===== config.mk =====
export PLATFORM = sky130hd
export DESIGN_NAME = fifo_dispatcher_flat
export DESIGN_NICKNAME = d
export VERILOG_FILES = /design/src/rtl/fifo_dispatcher_if.sv /design/src/rtl/fifo_dispatcher.sv /design/src/flat_wrapper.sv
export SDC_FILE = /design/constraint.sdc
export NUM_CORES = 1
export LEC_CHECK = 0
export ABC_AREA = 1
export BUFFER_PORTS_ARGS = -buffer_cell sky130_fd_sc_hd__buf_2
export CAP_MARGIN = 10
export CORE_MARGIN = 1.5
export CORE_UTILIZATION = 53
export CTS_CLUSTER_DIAMETER = 150
export DETAILED_ROUTE_END_ITERATION = 8
export PLACE_DENSITY_LB_ADDON = 0.3
export SYNTH_ARGS = -nofsm -noshare
export SYNTH_HDL_FRONTEND = slang
export SYNTH_SLANG_ARGS = --single-unit

===== constraint.sdc =====
create_clock -name clk -period 2.18 [get_ports clk]
set_input_delay 0.327 -clock clk [delete_from_list [all_inputs] [get_ports clk]]
set_output_delay 0.327 -clock clk [all_outputs]
set_load 0.05 [all_outputs]

===== src/rtl/fifo_dispatcher_if.sv =====
// Handshake bundle between the upstream word source, the dispatcher and the four downstream FIFOs.
// master = upstream/FIFO side that drives words and almost_full; slave = dispatcher.
// Backpressure: ready_out/almost_full carry flow control; push is a write strobe with no handshake.
interface fifo_dispatcher_if #(
    parameter int DATA_W = 6,
    parameter int CNT_W  = 8
) ();
    logic [DATA_W-1:0]  data_in;
    logic               valid_in;
    logic               ready_out;
    logic [3:0]         almost_full;
    logic [3:0]         push;
    logic [DATA_W-1:0]  data_out;
    logic [4*CNT_W-1:0] push_cnt;
    logic               stall;

    modport master (
        output data_in, valid_in, almost_full,
        input  ready_out, push, data_out, push_cnt, stall
    );

    modport slave (
        input  data_in, valid_in, almost_full,
        output ready_out, push, data_out, push_cnt, stall
    );
endinterface


===== src/rtl/fifo_dispatcher.sv =====
// Routes each input word to one of four FIFOs by the ID in its top two bits, counting pushes per queue.
// Latency: one cycle from accept to push when the destination FIFO is not almost full.
// Backpressure: ready_out drops only while the held word's own FIFO is almost full.
module fifo_dispatcher #(
    parameter int DATA_W = 6,
    parameter int CNT_W  = 8
) (
    input  logic              clk,
    input  logic              reset_L,
    fifo_dispatcher_if.slave  dsp
);
    typedef enum logic [0:0] {
        S_EMPTY = 1'b0,
        S_HELD  = 1'b1
    } state_t;

    state_t            r_state;
    state_t            w_state_nxt;
    logic [DATA_W-1:0] r_hold_data;
    logic [3:0]        r_push;
    logic [DATA_W-1:0] r_data_out;
    logic              r_stall;
    logic [CNT_W-1:0]  r_cnt [4];

    logic [1:0]        w_dest;
    logic              w_held;
    logic              w_drain;
    logic              w_ready;
    logic              w_accept;

    // A held word with its FIFO almost full is the BLOCKED condition; otherwise it drains.
    assign w_dest   = r_hold_data[DATA_W-1 -: 2];
    assign w_held   = (r_state == S_HELD);
    assign w_drain  = w_held & ~dsp.almost_full[w_dest];
    assign w_ready  = ~w_held | w_drain;
    assign w_accept = dsp.valid_in & w_ready;

    always_ff @(posedge clk or negedge reset_L) begin
        if (!reset_L) begin
            r_state <= S_EMPTY;
        end else begin
            r_state <= w_state_nxt;
        end
    end

    always_comb begin
        w_state_nxt = r_state;
        case (r_state)
            S_EMPTY: if (w_accept)              w_state_nxt = S_HELD;
            S_HELD:  if (w_drain && !w_accept)  w_state_nxt = S_EMPTY;
            default:                            w_state_nxt = S_EMPTY;
        endcase
    end

    always_ff @(posedge clk or negedge reset_L) begin
        if (!reset_L) begin
            r_hold_data <= '0;
            r_push      <= 4'b0000;
            r_data_out  <= '0;
            r_stall     <= 1'b0;
            for (int i = 0; i < 4; i++) begin
                r_cnt[i] <= '0;
            end
        end else begin
            if (w_accept) begin
                r_hold_data <= dsp.data_in;
            end
            r_push  <= w_drain ? (4'b0001 << w_dest) : 4'b0000;
            r_stall <= w_held & ~w_drain;
            if (w_drain) begin
                r_data_out     <= r_hold_data;
                r_cnt[w_dest]  <= r_cnt[w_dest] + CNT_W'(1);
            end
        end
    end

    assign dsp.ready_out = w_ready;
    assign dsp.push      = r_push;
    assign dsp.data_out  = r_data_out;
    assign dsp.stall     = r_stall;

    for (genvar g = 0; g < 4; g++) begin : g_cnt
        assign dsp.push_cnt[g*CNT_W +: CNT_W] = r_cnt[g];
    end
endmodule


===== src/flat_wrapper.sv =====
// flat-port wrapper written by rule: the top's interface ports become plain ports
module fifo_dispatcher_flat 
#(
    parameter int DATA_W = 6,
    parameter int CNT_W  = 8
)
  (clk, reset_L, dsp_data_in, dsp_valid_in, dsp_almost_full, dsp_ready_out, dsp_push, dsp_data_out, dsp_push_cnt, dsp_stall);
  fifo_dispatcher_if #(.DATA_W(DATA_W), .CNT_W(CNT_W)) dsp_i ();
  input  logic clk;
  input  logic reset_L;
  input wire logic [$bits(dsp_i.data_in)-1:0] dsp_data_in;
  input wire logic [$bits(dsp_i.valid_in)-1:0] dsp_valid_in;
  input wire logic [$bits(dsp_i.almost_full)-1:0] dsp_almost_full;
  output wire logic [$bits(dsp_i.ready_out)-1:0] dsp_ready_out;
  output wire logic [$bits(dsp_i.push)-1:0] dsp_push;
  output wire logic [$bits(dsp_i.data_out)-1:0] dsp_data_out;
  output wire logic [$bits(dsp_i.push_cnt)-1:0] dsp_push_cnt;
  output wire logic [$bits(dsp_i.stall)-1:0] dsp_stall;
  assign dsp_i.data_in = dsp_data_in;
  assign dsp_i.valid_in = dsp_valid_in;
  assign dsp_i.almost_full = dsp_almost_full;
  assign dsp_ready_out = dsp_i.ready_out;
  assign dsp_push = dsp_i.push;
  assign dsp_data_out = dsp_i.data_out;
  assign dsp_push_cnt = dsp_i.push_cnt;
  assign dsp_stall = dsp_i.stall;
  fifo_dispatcher #(.DATA_W(DATA_W), .CNT_W(CNT_W)) u_core (.clk(clk), .reset_L(reset_L), .dsp(dsp_i));
endmodule

Yosys cells after proc, flatten, opt, wreduce, memory -nomap -nowiden
Index checks and enable logic that the tools add are counted.

word-level totals
  bits in registers = 50
  bits of input ports = 13
  output and inout port bits = 44
  logic and storage cells = 37

cells by class
  add/subtract/negate cells = 1
  $lt $le $gt $ge = 3
  shift-type cells = 1
  muxes and demuxes = 12
  bitwise gates (word level) = 8
  reductions and logical operators = 3

operators with widths
  cell                                                count
  bitwise mux 32 bit                                  1
  2-to-1 mux 8 bit                                    3
  binary-select mux 8 bit (select 2 bit)              1
  demux 8 bit (select 2 bit)                          1
  adder 8 x 1 -> 8 bit, second input constant         1
  2-to-1 mux 4 bit                                    1
  left shift 1 x 2 -> 4 bit, first input constant     1
  bitwise AND 1 bit                                   3
  >= comparator 3 bit, second input constant          1
  < comparator 2 x 3 -> 1 bit, second input constant  1
  < comparator 3 x 1 -> 1 bit, second input constant  1
  2-to-1 mux 1 bit                                    3
  inverter 1 bit                                      3
  inverter 2 -> 3 bit                                 1
  binary-select mux 1 bit (select 2 bit)              1
  logical AND 1 bit                                   2
  case mux 1 bit (2 select lines)                     1
  logical NOT 1 bit                                   1
  bitwise OR 1 bit                                    1

Longest topological paths before layout
Gate-level depths: netlist (run 1).

  word-level depth = 10
  mapped depth = 13
  gate-level depth less buffers = 13

Worst setup path before layout (run 1)
Ideal clock, no wire load.

  kind = register -> register
  start point = register u_core.r_cnt, in the netlist u_core.dsp.push_cnt[24]
  end point = register u_core.r_cnt, in the netlist u_core.dsp.push_cnt[22]
  setup time = 118 ps
  arrival = 1719 ps
  data required time = 2062 ps
  setup slack = 343 ps
  stages on the path, launching flop included = 11
  path buffers = 0
  clock period less this slack = 1837 ps
  cell sequence = dfrtp_1 nand2_1 a21oi_1 nor2_2 inv_1 ha_1 nand2_1 nor2_1 nand3_1 nand3_1 nand2_1

between the ends
  cells in the longest elaborated chain, start to end = 5

ends and longest elaborated chain
  element                                              RTL line               RTL
  start: declaration                                   fifo_dispatcher.sv:23  logic [CNT_W-1:0] r_cnt [4];
  start signal: indexed assignment                     fifo_dispatcher.sv:72  r_cnt[w_dest] <= r_cnt[w_dest] + CNT_W'(1);
  binary-select mux 8 bit (select 2 bit)               fifo_dispatcher.sv:72
  2-to-1 mux 8 bit (not written as such) (2 in a row)  fifo_dispatcher.sv:72
  adder 8 x 1 -> 8 bit                                 fifo_dispatcher.sv:72
  bitwise mux 32 bit                                   fifo_dispatcher.sv:72

No other way between the ends. The select of a mux whose other input is x is not followed.
A chain may end at the register's enable or synchronous reset.

Worst setup path in the final report (run 1)
  start point = register u_core.r_hold_data[4]
  end point = output dsp_ready_out

between the ends
  cells in the longest elaborated chain, start to end = 5

ends and longest elaborated chain
  element                                 RTL line               RTL
  start: declaration                      fifo_dispatcher.sv:19  logic [DATA_W-1:0] r_hold_data;
  start signal: assignment                fifo_dispatcher.sv:66  r_hold_data <= dsp.data_in;
  binary-select mux 1 bit (select 2 bit)  fifo_dispatcher.sv:34  assign w_drain = w_held & ~dsp.almost_full[w_dest];
  2-to-1 mux 1 bit (not written as such)  fifo_dispatcher.sv:34
  inverter 1 bit                          fifo_dispatcher.sv:34
  bitwise AND 1 bit                       fifo_dispatcher.sv:34
  bitwise OR 1 bit                        fifo_dispatcher.sv:35  assign w_ready = ~w_held | w_drain;
  end: declaration                        flat_wrapper.sv:14     output wire logic [$bits(dsp_i.ready_out)-1:0] dsp_ready_out;

No other way between the ends. The select of a mux whose other input is x is not followed.

==> results.yml, run 1 <==
grt:
  grt_antenna_before_repair: 0
  grt_pass1_wl_mm: 9.96
  grtUsageTotal: 0.256
  grt_max_degree: 51
  first_global_vias: 2039
  grt_overflow: 0
floorplan:
  io_pins: 57
  die_h_um: 70.3
  coreArea_um2: 4350
  start_util: 0.552
  rows: 24
  die_w_um: 70.3
  dieArea_um2: 4950
logic_synthesis:
  synth_top_area_frac: 0.521
  synth_edf_count: 0
  synth-async-reset-ratio: 1.00
  synth_seq_area_share: 0.521
  synthesis.area_um2: 2400
  synth.top_cells.by_count: "nand2_1, dfrtp_1, nand3_1"
  synth_top_area_cell: "dfrtp_1"
  yosys-top-cells-area: "dfrtp_1, nand2_1, nand3_1"
  synth_ff_type: "dfrtp_1"
  netlist_instances: 310
  yosysMostFrequentCell: "nand2_1"
  synth.avg_cell_area_um2: 7.75
  syn_nets: 324
  ys_warn_count: 0
  ys_ff_latch: 50
  synth_cell_types: 23
critical_path:
  r2r-start: "u_core.r_hold_data[5]"
  crit_path_start_kind: "register"
  worstPathRequired_ps: 1850
  cp.arrival_ps: 1750
  reg2reg_slack_ps: 250
  rr_worst_depth: 10
  worstSetupPathType: "reg2out"
  crit_path_end_kind: "output pin"
  r2r_end: "u_core.dsp.push_cnt[22]"
  crit_fanout: 9
final_layout:
  nets: 389
  utilization: 0.665
  syn_to_final_growth_pct: 20.6
  antenna_cells: 0
  drive_above_1_share: 0.247
sta:
  fin_crit_sh: 0.955
  layout_setup_ws_ps: 98.2
  fmax_ghz: 0.480
  rsz0062_at_grt: "no"
  finalSetupTns_ps: 0
  setup-violations-final: 0
  hold_viol: 0
  drv_slew: 0
  slew_headroom: 0.598
  clock_skew_ps: 8.74
  fin_crit_ps: 2080
  tightest_slew_ps: 603
flow_run:
  drv_cap: 0
clock_network:
  clk_latency_ps: 290
  h-tree-depth: 2
  cts_sinks: 50
  cts_buffer_depth: 2
  numCtsBuffers: 5
  post-cts-setup-buffers: 0
  cts_root_buf: "clkbuf_8"
  clkTransAtPathRegs_ps: 80
  cts_tree: "yes"
drt:
  vias: 2209
  dr.first_iter.drc_count: 152
  wl_per_cell_um: 13.8
  drc: 0
  ant_nets: 0
  viasPerCell: 5.16
  wirelength_mm: 5.92
  dr.pass1.iters: 4
placement:
  port-buffer-count: 56
  detailed_place_hpwl_mm: 4.29
  place.gp.congestion: 0.902
  dpl_worst_slack_ps: 299
hold_path:
  min_path_type: "in2async"
power_and_ir_drop:
  peakVddDrop_v: 0.000645
  power_density_nw_per_um2: 1360
  fin_total_pwr_uw: 3950
  leakagePower_uw: 0.00174
outcome:
  status: "finished clean"
==> logic make-up (layout without fill, tap and decap cells) <==
group / Yosys count / count (layout) / share of synthesized area
AOI/OAI and AO/OA: 16 / 16 / 0.0349
buffers and inverters: 28 / 94 / 0.0516
xor gates and xnor gates: 1 / 1 / 0.00365
adders and majority gates: 1 / 1 / 0.00521
DFF: 50 / 50 / 0.521
and+or+nand+nor: 214 / 214 / 0.384
==> sequential cells by signal, indices dropped and copies added, names as in the netlist <==
register,count
u_core.dsp.push_cnt,32
u_core.dsp.data_out,6
u_core.r_hold_data,6
u_core.dsp.push,4
u_core.dsp.stall,1
u_core.r_state,1
==> layout make-up <==
cell class | instances | area [µm²]
fill | 391 | 1460
sequential | 50 | 1250
multi-input combinational | 232 | 1030
timing repair buffer | 67 | 369
clock buffer | 7 | 76.3
inverter | 19 | 71.3
tap | 52 | 65.1
clock inverter | 1 | 30.0
==> power breakdown <==
part	total, µW	internal (µW)	switching [µW]
sequential	1350	1170	182
combinational	1970	478	1490
clock	625	343	282
total	3950	1990	1960
==> critical path, stage by stage, from the launching register on <==
cell     delay, ps
dfrtp_2        470
inv_2           90
buf_4          170
a21oi_2         80
or2_2          280
nand2_1        100
nand2_4         90
buf_6          170
==> worst max path at each step <==
stage	end	slack [ps]	from	depth (start not counted)
global placement	u_core.dsp.push_cnt[22]	310	u_core.r_hold_data[5]	10
global route	dsp_ready_out	20	u_core.r_hold_data[4]	7
CTS	dsp_ready_out	50	u_core.r_hold_data[4]	7
detailed placement	u_core.dsp.push_cnt[22]	300	u_core.r_hold_data[4]	13
floorplan	u_core.dsp.push_cnt[22]	340	u_core.dsp.push_cnt[24]	10
finish	dsp_ready_out	100	u_core.r_hold_data[4]	7
==> repair_timing <==
action	in CTS	in global routing
endpoints found under the hold margin	0	0
gates resized for setup	1	4
hold buffers	0	0
endpoints found under the setup margin	1	1
==> layout by cell type, fill, tap and decap left out <==
cell       instances
nor2_8             2
buf_4             11
clkbuf_8           5
o21ai_1            2
buf_2             55
dfrtp_1           49
nor2_2             2
nor2_4             1
a21oi_1            2
nand3_2            2
buf_6              1
ha_1               1
nor2_1             6
nand4_1            2
or2_2              2
nand2_4            1
nand3_1           29
clkbuf_1           2
dfrtp_2            1
xor2_1             1
nand2_2            5
o21ai_0           11
bufinv_16          1
inv_1             16
a21oi_2            1
nand2_1          162
inv_2              3
==> metal layers <==
| layer | vias up | track usage | wire (µm) |
|---|---|---|---|
| li1 | 1089 | - | - |
| met5 | - | 0 | 0 |
| met1 | 1044 | 0.361 | 2630 |
| met4 | 0 | 0.0855 | 66 |
| met2 | 70 | 0.408 | 2920 |
| met3 | 6 | 0.0375 | 304 |
==> per-stage QoR <==
stage	cells	hold slack, ps	instance area (µm²)
6_report	428	118	2900
5_1_grt	428	192	2900
4_1_cts	428	150	2890
3_5_place_dp	420	460	2780
3_3_place_gp	420	455	2780
2_1_floorplan	310	31.4	2400
Note: power is estimated with default switching activity, not from simulation.
==> run 2: changes to the inputs <==
--- a/config.mk
+++ b/config.mk
@@ -12,7 +12,8 @@
 export CORE_UTILIZATION = 53
 export CTS_CLUSTER_DIAMETER = 150
 export DETAILED_ROUTE_END_ITERATION = 8
-export PLACE_DENSITY_LB_ADDON = 0.3
+export PLACE_DENSITY = 0.79
+export RECOVER_POWER = 50
 export SYNTH_ARGS = -nofsm -noshare
 export SYNTH_HDL_FRONTEND = slang
 export SYNTH_SLANG_ARGS = --single-unit
==> results.yml, run 2 (synthesis gave the netlist of run 1 again) <==
floorplan:
  die_w_um: 70.3
  start_util: 0.552
  io_pins: 57
  rows: 24
  die_h_um: 70.3
  dieArea_um2: 4950
  coreArea_um2: 4350
power_and_ir_drop:
  p_comb_frac: 0.508
  leakagePower_uw: 0.00165
  switching_share: 0.517
  p_clk_frac: 0.142
  peakVddDrop_v: 0.000582
  p_int_uw: 1880
  p_seq_frac: 0.350
  netSwitchingPower_uw: 2010
  power_density_nw_per_um2: 1360
final_layout:
  fill_cells: 398
  final_common_cell: "nand2_1"
  multi_input_area_um2: 1030
  final-seq-area_um2: 1250
  syn_to_final_growth_pct: 18.9
  layout_common_cells: "nand2_1, dfrtp_1, buf_2, nand3_1, clkbuf_1"
  final_area_um2: 2860
  largest_reg_flops: 32
  drive_above_1_share: 0.189
  nets: 388
  antenna_cells: 0
  utilization: 0.656
sta:
  fmax_ghz: 0.477
  tightest_slew_ps: 1330
  finalSetupTns_ps: 0
  fin_crit_sh: 0.961
  rsz0062_at_grt: "no"
  fin_crit_ps: 2100
  clock_skew_ps: 15.1
  whs_ps: 263
  slew_headroom: 0.111
  drv_slew: 0
  hold_viol: 0
  layout_setup_ws_ps: 84.7
  setup-violations-final: 0
critical_path:
  worstPathRequired_ps: 1850
  r2r-start: "u_core.r_hold_data[4]"
  rr_worst_depth: 12
  crit_buf_inv: 3
  r2r_end: "u_core.dsp.push_cnt[22]"
  crit_chain: "inv_4, buf_6, a21oi_2, or2_2, nand2_1, nand2_4, buf_6"
  cp.arrival_ps: 1770
  crit_family: "simple AND/OR/NAND/NOR gates"
  crit_path_start_kind: "register"
  critPathMaxStageDelay_ps: 460
  crit_fanout: 9
  crit_slowest_cell: "dfrtp_2"
  worstSetupPathType: "reg2out"
  reg2reg_slack_ps: 180
  crit_path_end_kind: "output pin"
  cpMostUsedCell: "buf_6"
hold_path:
  hp-start: "dsp_data_in[1]"
  worstHoldEndpoint: "u_core.r_hold_data[1]"
  min_path_type: "in2reg"
  hold-path-cell-count: 3
flow_run:
  drv_cap: 0
clock_network:
  ctsHoldBuffers: 0
  cts_root_buf: "clkbuf_8"
  h-tree-depth: 2
  numCtsBuffers: 5
  cts_buffer_depth: 2
  cts_tree: "yes"
  clkTransAtPathRegs_ps: 100
  clk_latency_ps: 310
  cts_sinks: 50
grt:
  grt_max_degree: 27
  first_global_vias: 2100
  grt_antenna_before_repair: 0
  use_met2: 0.434
  met3_usage: 0.0447
  grtUsageTotal: 0.262
  use_met1: 0.349
  grt.busiest_layer: "met2"
  grt_overflow: 0
  grt_pass1_wl_mm: 9.95
drt:
  dr.pass1.iters: 5
  viasPerCell: 5.24
  dr.first_iter.drc_count: 216
  vias: 2239
  ant_nets: 0
  wl_per_cell_um: 14.3
  drc: 0
  wirelength_mm: 6.10
placement:
  port-buffer-count: 56
  detailed_place_hpwl_mm: 4.24
  place.gp.congestion: 0.900
  place_area_um2: 2770
  dpl_worst_slack_ps: 159
outcome:
  status: "finished clean"
[run 2: changes by cell type in the layout (fill, tap and decap cells not counted)]
cell | previous run | this run
buf_2 | 55 | 32
buf_4 | 11 | 7
buf_6 | 1 | 3
bufinv_16 | 1 | 0
clkbuf_1 | 2 | 24
clkbuf_2 | 0 | 1
clkbuf_8 | 5 | 6
clkinv_2 | 0 | 1
inv_2 | 3 | 2
inv_4 | 0 | 1
nor2_1 | 6 | 5
nor2_2 | 2 | 3
[run 2: layer usage]
metal | wire length (µm) | vias to the layer above
met5 | 0 | -
met2 | 3000 | 85
li1 | - | 1098
met1 | 2650 | 1046
met4 | 98 | 0
met3 | 355 | 10
[run 2: cell type report]
cell class	instances	share of cell area
clock buffer	7	0.0302
clock inverter	1	0.00175
inverter	19	0.0259
multi-input combinational	232	0.362
sequential	50	0.439
tap	52	0.0228
timing repair buffer	66	0.118
[run 2: metrics by stage]
step	std cells	total power, µW
2_1_floorplan	310	2800
3_3_place_gp	417	3280
3_5_place_dp	417	3310
4_1_cts	427	3890
5_1_grt	427	4120
6_report	427	3880
[run 2: power groups by stage]
stage	clock network (µW)	registers, µW	logic (µW)
global route	599	1390	2130
finish	551	1360	1970
CTS	556	1350	1980
global placement	0	1370	1910
detailed placement	0	1370	1940
floorplan	0	2030	763
[run 2: worst max path at each step]
stage / startpoint / endpoint / slack [ps] / cells after the start
after floorplan: u_core.dsp.push_cnt[24] / u_core.dsp.push_cnt[22] / 340 / 10
after global placement: u_core.r_hold_data[4] / dsp_ready_out / 240 / 7
after detailed placement: u_core.r_hold_data[4] / u_core.dsp.push_cnt[22] / 160 / 12
after CTS: u_core.r_hold_data[4] / dsp_ready_out / 50 / 8
after global routing: u_core.r_hold_data[4] / dsp_ready_out / 20 / 7
final: u_core.r_hold_data[4] / dsp_ready_out / 80 / 7
[run 2: timing repair]
| action | in CTS | in global routing |
|---|---|---|
| endpoints found under the hold margin | 0 | 0 |
| endpoints found under the setup margin | 1 | 6 |
| resized for setup | 4 | 4 |
| buffers inserted | 2 | 0 |
[run 2: worst register-to-register path, delay by kind of cell (launching register included)]
family / cells / cell delay [ps]
flip-flops: 1 / 460
adder cells (fa/ha/maj): 1 / 200
AND/OR/NAND/NOR: 9 / 930
buffers and inverters: 2 / 310
==> run 3: changes to the inputs <==
--- a/config.mk
+++ b/config.mk
@@ -8,10 +8,13 @@
 export ABC_AREA = 1
 export BUFFER_PORTS_ARGS = -buffer_cell sky130_fd_sc_hd__buf_2
 export CAP_MARGIN = 10
+export CORE_ASPECT_RATIO = 2
 export CORE_MARGIN = 1.5
 export CORE_UTILIZATION = 53
 export CTS_CLUSTER_DIAMETER = 150
+export CTS_CLUSTER_SIZE = 12
 export DETAILED_ROUTE_END_ITERATION = 8
+export MAX_ROUTING_LAYER = met4
 export PLACE_DENSITY = 0.79
 export RECOVER_POWER = 50
 export SYNTH_ARGS = -nofsm -noshare
==> results.yml, run 3 (synthesis gave the netlist of run 1 again) <==
floorplan:
  die_w_um: 50.6
  dieArea_um2: 4970
  rows: 34
  die_h_um: 98.2
  io_pins: 57
  coreArea_um2: 4340
  start_util: 0.554
critical_path:
  crit_path_start_kind: "register"
  crit_path_end_kind: "register"
  worstPathRequired_ps: 2370
  worstSetupPathType: "reg2reg"
  crit_fanout: 13
  cp.arrival_ps: 2230
power_and_ir_drop:
  peakVddDrop_v: 0.000962
  power_density_nw_per_um2: 1380
  leakagePower_uw: 0.00164
sta:
  layout_setup_ws_ps: 141
  setup-violations-final: 0
  fin_crit_ps: 2040
  whs_ps: 98.9
  slew_headroom: 0.477
  tightest_slew_ps: 785
  fmax_ghz: 0.490
  clock_skew_ps: 7.34
  drv_slew: 0
  rsz0062_at_grt: "no"
  finalSetupTns_ps: 0
  fin_crit_sh: 0.935
  hold_viol: 0
final_layout:
  multi_input_area_um2: 1030
  syn_to_final_growth_pct: 18.6
  drive_above_1_share: 0.184
  layout_common_cells: "nand2_1, dfrtp_1, buf_2, nand3_1, clkbuf_1"
  antenna_cells: 0
  final-seq-area_um2: 1250
  final_common_cell: "nand2_1"
  largest_reg_flops: 32
  fill_cells: 408
  nets: 388
grt:
  grt_antenna_before_repair: 0
  grt_max_degree: 37
  grtUsageTotal: 0.279
  grt_pass1_wl_mm: 10.3
  grt_overflow: 0
  first_global_vias: 2301
clock_network:
  numCtsBuffers: 5
  cts_sinks: 50
  post-cts-setup-buffers: 0
  cts_tree: "yes"
  cts_buffer_depth: 2
  clkTransAtPathRegs_ps: 90
  h-tree-depth: 2
  cts_root_buf: "clkbuf_8"
  ctsHoldBuffers: 0
  clk_latency_ps: 300
placement:
  place.gp.congestion: 0.919
  port-buffer-count: 56
  dpl_worst_slack_ps: 169
  detailed_place_hpwl_mm: 4.56
drt:
  wl_per_cell_um: 14.2
  wirelength_mm: 6.07
  viasPerCell: 5.29
  drc: 0
  dr.pass1.iters: 5
  ant_nets: 0
  dr.first_iter.drc_count: 62
  vias: 2268
flow_run:
  drv_cap: 0
outcome:
  status: "finished clean"
hold_path:
  min_path_type: "in2async"
run 3: repair_timing:
action	in CTS	in global routing
endpoints found under the setup margin	0	4
hold endpoints to repair	0	0
resized for setup	0	1
run 3: final timing paths:
kind	slack, ps	end	start	depth (start not counted)
min in group clk	250	u_core.r_hold_data[3]	dsp_data_in[3]	3
max in group asynchronous	1000	u_core.dsp.push_cnt[14]	reset_L	2
worst max register to register	140	u_core.dsp.push_cnt[14]	u_core.r_hold_data[4]	12
worst max-delay path	140	u_core.dsp.push_cnt[14]	u_core.r_hold_data[4]	12
worst min register to register	480	u_core.r_hold_data[0]	u_core.r_hold_data[0]	2
worst min-delay path	100	u_core.dsp.stall	reset_L	1
run 3: power breakdown:
group          total (µW)  leakage [µW]  internal [µW]  switching, µW
registers            1360      0.000659           1170            186
logic                1920      0.000931            408           1510
clock network         651     0.0000514            343            308
run 3: area by class of cell:
cell class	instances	share of cell area
well taps	54	0.0237
repair buffers	66	0.112
inverters	19	0.0250
clock buffers	6	0.0255
multi-input cells	232	0.361
flip-flops and latches	50	0.440
clock inverters	2	0.0132
run 3: worst max-delay path: stages, from the launching register on:
cell	delay, ps
dfrtp_2	470
inv_2	120
buf_4	220
nand2_1	80
nand2_1	80
nand2_1	60
nand2_1	120
ha_1	190
nand2_1	90
nor2_1	150
nand3_1	170
nand3_1	120
nand2_1	70
run 3: layer usage:
layer / GRT usage / vias to the layer above / part of all wire
li1: - / 1088 / -
met5: - / - / 0
met1: 0.306 / 1068 / 0.35
met4: 0.175 / 0 / 0.036
met3: 0.0291 / 17 / 0.064
met2: 0.469 / 95 / 0.55
run 3: stage by stage:
stage | cells | area (µm²) | util | power [µW]
4_1_cts | 429 | 2880 | 0.664 | 3970
2_1_floorplan | 310 | 2400 | - | 2800
5_1_grt | 429 | 2850 | 0.657 | 4130
6_report | 429 | 2850 | 0.657 | 3920
3_3_place_gp | 421 | 2770 | 0.639 | 3280
3_5_place_dp | 421 | 2770 | 0.639 | 3320
